===== src/rtl/counter_pkg.sv =====
// Shared constants and types for the up/down counter slice.
package counter_pkg;

  // Default counter width in bits.
  localparam int WIDTH_DEFAULT = 8;

  // Counting direction, matching the encoding of the 'up' input.
  typedef enum logic {
    DIR_DOWN = 1'b0,
    DIR_UP   = 1'b1
  } dir_e;

endpackage : counter_pkg


===== src/rtl/addsub_n.sv =====
// WIDTH-bit increment/decrement datapath built as a ripple of full_adder cells.
// Increment adds 1; decrement adds all-ones (two's-complement -1). The
// carry out of the top cell is exposed so the caller can detect boundaries.
module addsub_n
  import counter_pkg::*;
#(
  parameter int WIDTH = WIDTH_DEFAULT
) (
  input  logic [WIDTH-1:0] a,
  input  dir_e             dir,
  output logic [WIDTH-1:0] sum,
  output logic             carry_out
);

  logic [WIDTH-1:0] operand_s;
  logic [WIDTH:0]   carry_s;

  // Select the addend: +1 when counting up, all-ones when counting down.
  always_comb begin
    operand_s = {WIDTH{1'b1}};
    if (dir == DIR_UP) begin
      operand_s = {{(WIDTH-1){1'b0}}, 1'b1};
    end else begin
      operand_s = {WIDTH{1'b1}};
    end
  end

  assign carry_s[0] = 1'b0;

  for (genvar i = 0; i < WIDTH; i++) begin : g_ripple
    full_adder u_fa (
      .a    (a[i]),
      .b    (operand_s[i]),
      .cin  (carry_s[i]),
      .s    (sum[i]),
      .cout (carry_s[i+1])
    );
  end

  assign carry_out = carry_s[WIDTH];

endmodule : addsub_n


===== src/rtl/full_adder.sv =====
// One-bit full adder cell used to build ripple datapaths.
module full_adder (
  input  logic a,
  input  logic b,
  input  logic cin,
  output logic s,
  output logic cout
);

  assign s    = a ^ b ^ cin;
  assign cout = (a & b) | (a & cin) | (b & cin);

endmodule : full_adder


===== src/rtl/updown_counter_n.sv =====
// Loadable WIDTH-bit up/down counter with a registered boundary pulse.
// Optional feature macro: COUNTER_SAT_EN -- when defined the count saturates
// at 0 / max instead of wrapping, and wrap pulses on every enabled step
// attempted at a boundary.
module updown_counter_n
  import counter_pkg::*;
#(
  parameter int WIDTH = WIDTH_DEFAULT
) (
  input  logic             clk,
  input  logic             rst,
  input  logic             en,
  input  logic             load,
  input  logic             up,
  input  logic [WIDTH-1:0] din,
  output logic [WIDTH-1:0] q,
  output logic             wrap,
  output logic             zero
);

  logic [WIDTH-1:0] q_r;
  logic             wrap_r;
  logic [WIDTH-1:0] sum_s;
  logic             carry_s;
  logic             boundary_s;
  logic [WIDTH-1:0] q_next_s;
  dir_e             dir_s;

  assign dir_s = dir_e'(up);

  addsub_n #(
    .WIDTH (WIDTH)
  ) u_addsub (
    .a         (q_r),
    .dir       (dir_s),
    .sum       (sum_s),
    .carry_out (carry_s)
  );

  // Boundary from the adder carry: a carry going up is overflow, a missing
  // carry going down (adding all-ones to zero) is underflow.
  always_comb begin
    boundary_s = 1'b0;
    if (dir_s == DIR_UP) begin
      boundary_s = carry_s;
    end else begin
      boundary_s = ~carry_s;
    end
  end

  // Next count for an enabled step: modulo result, or held value at a boundary when saturating.
  always_comb begin
    q_next_s = sum_s;
`ifdef COUNTER_SAT_EN
    if (boundary_s) begin
      q_next_s = q_r;
    end else begin
      q_next_s = sum_s;
    end
`else
    q_next_s = sum_s;
`endif
  end

  // Count and boundary-pulse registers; load has priority over enable.
  always_ff @(posedge clk or posedge rst) begin
    if (rst) begin
      q_r    <= {WIDTH{1'b0}};
      wrap_r <= 1'b0;
    end else if (load) begin
      q_r    <= din;
      wrap_r <= 1'b0;
    end else if (en) begin
      q_r    <= q_next_s;
      wrap_r <= boundary_s;
    end else begin
      q_r    <= q_r;
      wrap_r <= 1'b0;
    end
  end

  assign q    = q_r;
  assign wrap = wrap_r;
  assign zero = (q_r == {WIDTH{1'b0}});

endmodule : updown_counter_n


===== config.mk =====
export PLATFORM = sky130hd
export DESIGN_NAME = updown_counter_n
export DESIGN_NICKNAME = d
export VERILOG_FILES = /design/src/rtl/counter_pkg.sv /design/src/rtl/addsub_n.sv /design/src/rtl/full_adder.sv /design/src/rtl/updown_counter_n.sv
export SDC_FILE = /design/constraint.sdc
export NUM_CORES = 1
export LEC_CHECK = 0
export CORE_UTILIZATION = 44
export CTS_CLUSTER_DIAMETER = 30
export CTS_CLUSTER_SIZE = 16
export DETAILED_ROUTE_END_ITERATION = 10
export GPL_TIMING_DRIVEN = 0
export PLACE_DENSITY = 0.76
export SETUP_SLACK_MARGIN = 0.4
export SLEW_MARGIN = 20
export SYNTH_ARGS = -nofsm -noshare
export SYNTH_HDL_FRONTEND = slang
export SYNTH_SLANG_ARGS = --single-unit

===== constraint.sdc =====
create_clock -name clk -period 4.7 [get_ports clk]
set_input_delay 1.41 -clock clk [delete_from_list [all_inputs] [get_ports clk]]
set_output_delay 1.41 -clock clk [all_outputs]
set_load 0.005 [all_outputs]

# Word level (Yosys, flattened, before mapping)
# Index checks and enable logic that the tools add are counted.
dict set report word_totals {
  output_inout_bits 10
  word_cells 62
  ff_bits 9
  input_bits 13
}
dict set report op_classes {
  bitwise 52
  n_reduce_logical 2
  n_mux 6
}
# op n
set ops {}
lappend ops {{2-to-1 mux 8 bit} 3}
lappend ops {{bitwise AND 1 bit} 22}
lappend ops {{bitwise XOR 1 bit} 15}
lappend ops {{bitwise OR 1 bit} 14}
lappend ops {{logical NOT 8 bit} 1}
lappend ops {{2-to-1 mux 1 bit} 3}
lappend ops {{nonzero test 2 bit} 1}
lappend ops {{NOT 1 bit} 1}

# Logic depth before layout (Yosys ltp)
dict set report depth {
  depth_word 27
  mapped_depth 11
  depth_no_buf 11
}

# Hierarchy
# From an unflattened synthesis, not the netlist that was laid out.
dict set report unflattened {
  hier_cells 52
  area_unflattened_um2 598.1
}
# mod seq_area_each_um2 area_each_um2 cells_per_inst n_inst
set modules_own_cells {}
lappend modules_own_cells {updown_counter_n 225.2 426.7 41 1}
lappend modules_own_cells {full_adder 0.0 20.0 1 8}
lappend modules_own_cells {addsub_n 0.0 11.3 3 1}

# Least setup slack after synthesis
# OpenSTA, ideal clock, no wires.
dict set report synth_path {
  path_type {input port to flip-flop}
  startpoint {input port up}
  endpoint {register q_r[7], in the netlist q[7]}
  path_stages 11
  path_slack_ns 0.089
  t_required_ns 4.605
  n_path_buf 0
  setup_ns 0.095
  arrival_ns 4.515
  path_cell_list {inv_1 fa_1 inv_1 fa_1 fa_1 fa_1 fa_1 fa_1 fa_1 and2_1 o31ai_1}
}
dict set report synth_between {
  elab_chain_len 22
  elab_cells_between_ends 34
  cone_classes {3 x mux; 31 x bitwise}
}
# element line
set synth_rtl {}
lappend synth_rtl {{from (decl)} updown_counter_n.sv:14} ;# input logic up,
lappend synth_rtl {{2-to-1 mux 8 bit (*)} addsub_n.sv:21} ;# if (dir == DIR_UP) begin
lappend synth_rtl {{bitwise AND 1 bit} full_adder.sv:11} ;# assign cout = (a & b) | (a & cin) | (b & cin);
lappend synth_rtl {{bitwise OR 1 bit (2 in a row)} full_adder.sv:11}
lappend synth_rtl {{bitwise AND 1 bit} full_adder.sv:11}
lappend synth_rtl {{bitwise OR 1 bit (2 in a row)} full_adder.sv:11}
lappend synth_rtl {{bitwise AND 1 bit} full_adder.sv:11}
lappend synth_rtl {{bitwise OR 1 bit (2 in a row)} full_adder.sv:11}
lappend synth_rtl {{bitwise AND 1 bit} full_adder.sv:11}
lappend synth_rtl {{bitwise OR 1 bit (2 in a row)} full_adder.sv:11}
lappend synth_rtl {{bitwise AND 1 bit} full_adder.sv:11}
lappend synth_rtl {{bitwise OR 1 bit (2 in a row)} full_adder.sv:11}
lappend synth_rtl {{bitwise AND 1 bit} full_adder.sv:11}
lappend synth_rtl {{bitwise OR 1 bit (2 in a row)} full_adder.sv:11}
lappend synth_rtl {{bitwise XOR 1 bit (*)} full_adder.sv:10} ;# assign s = a ^ b ^ cin;
lappend synth_rtl {{2-to-1 mux 8 bit (*)} updown_counter_n.sv:73} ;# end else if (en) begin
lappend synth_rtl {{2-to-1 mux 8 bit (*)} updown_counter_n.sv:70} ;# end else if (load) begin
lappend synth_rtl {{to (signal assigned)} updown_counter_n.sv:71} ;# q_r <= din;
lappend synth_rtl {{to (signal assigned)} updown_counter_n.sv:74} ;# q_r <= q_next_s;
lappend synth_rtl {{to (signal assigned)} updown_counter_n.sv:77} ;# q_r <= q_r;
lappend synth_rtl {{to (decl)} updown_counter_n.sv:21} ;# logic [WIDTH-1:0] q_r;
# Every way passes the cells marked *; elsewhere a longest branch is shown, timed or not. The select of a mux whose other input is x is not followed.
# A chain may end at the register's enable or synchronous reset.

# Final worst setup path
# Same ends and word-level chain as after synthesis.

==> results by group <==
Floorplan
  – DIE AREA: 1710 sq um
  – I/O pin count: 23
  – Starting density of the core: 49.9%
  – Core Box Area: 1370 sq um
  – FP Rows: 13
  – Die H: 41.4 um
  – Die span in x: 41.4 um

Pwr
  – Worst vdd ir: 0.170 mV
  – LEAKAGE: 0.000425 uW
  – Total power: 270 uW
  – P per Cell Area: 282 nW/um^2

Place
  – Pre-CTS WS: -655 ps
  – Port bufs: 21
  – GP Congestion: 0.722
  – Hpwl dp: 1.01 mm

Detailed routing
  – Routed vias: 531
  – Drt wl/cell: 11.3 um
  – # DRC: 0
  – Initial DRT Pass Iterations: 2
  – Final wirelength: 1.26 mm
  – Drt via density: 4.78
  – DR iter-0 viols: 3
  – Post-DRT Antenna Nets: 0

Timing
  – Clock skew: 1.13 ps
  – Fmax: 238 MHz
  – Worst Slack Setup Final: 500 ps
  – Worst hold slack: 617 ps
  – Crit path time final: 4200 ps
  – Worst-Margin Slew: 360 ps
  – Period utilisation layout: 89.4%
  – RSZ-0062 raised after global routing: no
  – Worst relative slew slack: 76.0%
  – Slew Limit Fails: 0
  – Final setup vio count: 0
  – Hold Vio Cnt, Final: 0

Global routing
  – Global-route wire length before repair: 2.05 mm
  – Vias in the first global route: 485
  – Pin count of the biggest net entering global routing: 11
  – Initial antenna violation count: 0
  – Grt total ovfl: 0
  – Total GRT Usage: 19.6%

Outcome
  – Outcome: complete, no violations

Worst hold path
  – Hold EP: q[5]
  – Hold Crit Class: register to register
  – Hold Startpoint: q[5]
  – Hold Path Stages: 2

Clock network
  – CTS tree: built
  – Hold-fix buffers, CTS: 0
  – Root buffer cell: clkbuf_4
  – Total clock buffers created by CTS: 3
  – # clock sinks: 9
  – Worst-Skew Late Latency: 270 ps
  – Post-CTS Setup Bufs: 0
  – Clk buf depth: 2
  – H-tree levels: 1
  – Worst-path clk slew: 70 ps

Worst setup path
  – Critical path endpoint category: register
  – R2R cell count: 10
  – Crit path DAT: 4380 ps
  – Max FO, Critical Path: 8
  – Worst r2r src: q[0]
  – R2R Setup Slk: 1370 ps
  – Req. time, crit path: 4880 ps
  – Crit path launch type: primary input
  – Worst r2r dst: q[7]
  – Setup CP Type: primary input to register

Synth
  – Synth cell types: 17
  – Mean Syn Cell Area: 9.60 sq um
  – Yosys reg bits: 9
  – Post-synthesis sequential area ratio: 33.0%
  – Synth area leaders: dfrtp_1 (33%), fa_1 (21%), buf_4 (9.9%), o31ai_1 (5.5%), inv_1 (5.0%)
  – Yosys synthesis warning count: 0
  – Synth Instances: 71
  – Syn Std Cell Area: 682 sq um
  – Syn nets: 91
  – Area leader, netlist: dfrtp_1
  – Post-synth top area share: 33.0%

Cells and area
  – Total Nets Final: 117
  – Final core utilization: 70.1%
  – Diodes inserted: 0
  – Synthesis-to-layout area growth: 40.4%
  – Ratio of cells with drive above 1 in the final layout: 21.9%

Flow run
  – Maxcap violations: 0
-- sequential cells by signal, summed over array words and instances, names as in the netlist --
| name | count |
|---|---|
| q | 8 |
| wrap | 1 |
-- cell usage after synthesis --
master,count
fa_1,7
o31ai_1,5
dfrtp_1,9
buf_4,9
nand2b_1,1
nor3b_1,1
o31a_1,1
nand2_1,7
xnor2_1,2
o21ai_0,2
mux2i_1,1
nor2b_1,2
buf_2,2
nor2_1,6
and2_1,5
inv_1,9
or4_1,2
-- kinds of logic (layout without fill, tap and decap cells) --
| family | after synthesis | count (layout) | share of synthesized area (%) |
|---|---|---|---|
| AO/OA/AOI/OAI | 8 | 8 | 8.26 |
| XOR/XNOR | 2 | 2 | 2.57 |
| adder cells (fa/ha/maj) | 7 | 7 | 20.5 |
| buffers and inverters | 20 | 45 | 16.3 |
| flip-flops | 9 | 9 | 33.0 |
| multiplexers | 1 | 1 | 1.47 |
| AND/OR/NAND/NOR | 24 | 24 | 17.8 |
-- layout make-up --
class                   count  area, sq um
repair buffers             21          215
clock buffers               4         26.3
plain buffers              11         77.6
fillers                   116          409
inverters                   9         36.3
multi-input cells          42          358
flip-flops and latches      9          225
well taps                  15         18.8
-- power by group --
part	switching, uW	internal (uW)	leakage, uW	total (uW)
sequential	11.4	88.0	0.000108	99.4
clock	30.3	32.9	0.0000150	63.2
combinational	40.0	67.5	0.000302	108
-- worst max-delay path: stages --
cell and delay (ps):
buf_8 130, inv_4 50, fa_1 160, inv_1 60, fa_2 350, fa_2 370, fa_2 340, fa_2 350
fa_2 350, fa_1 440, and2_1 160, o31ai_1 210
-- routing by layer --
metal  vias to the layer above  global-route usage (%)  wire length [um]
met5                         -                       0                 0
met4                         0                    12.1                18
met3                         2                    4.79                53
met2                        15                    30.5               623
met1                       251                    24.4               561
li1                        263                       -                 -
-- cell usage in the layout (no fill, tap or decap), types with 3 or more instances in the layout --
cell             instances
buf_4                    9
o31ai_1                  5
inv_1                    8
dfrtp_1                  9
nand2_1                  7
clkbuf_4                 3
nor2_1                   6
and2_1                   5
fa_2                     5
clkdlybuf4s50_1         20
-- how the worst max path moves through the flow --
| stage | from | endpoint | slack, ps | depth (start not counted) |
|---|---|---|---|---|
| 2_1_floorplan | up | q[7] | 340 | 11 |
| 3_3_place_gp | up | q[7] | -620 | 12 |
| 3_5_place_dp | up | q[7] | -660 | 12 |
| 4_1_cts | up | q[7] | 420 | 12 |
| 5_1_grt | up | q[7] | 380 | 12 |
| 6_report | up | q[7] | 500 | 12 |
-- metrics by stage --
step	cells	setup TNS, ps	instance area [sq um]
floorplan	71	0	694
global placement	107	-1410	923
detailed placement	107	-1510	923
CTS	111	0	951
global route	111	0	957
finish	111	0	957
-- what timing repair did --
| item | CTS | global route |
|---|---|---|
| pin swaps | 1 | 6 |
| setup endpoints to repair | 4 | 2 |
| gates resized for setup | 8 | 2 |
| hold endpoints to repair | 0 | 0 |
Power figures use the tool's default switching activity.
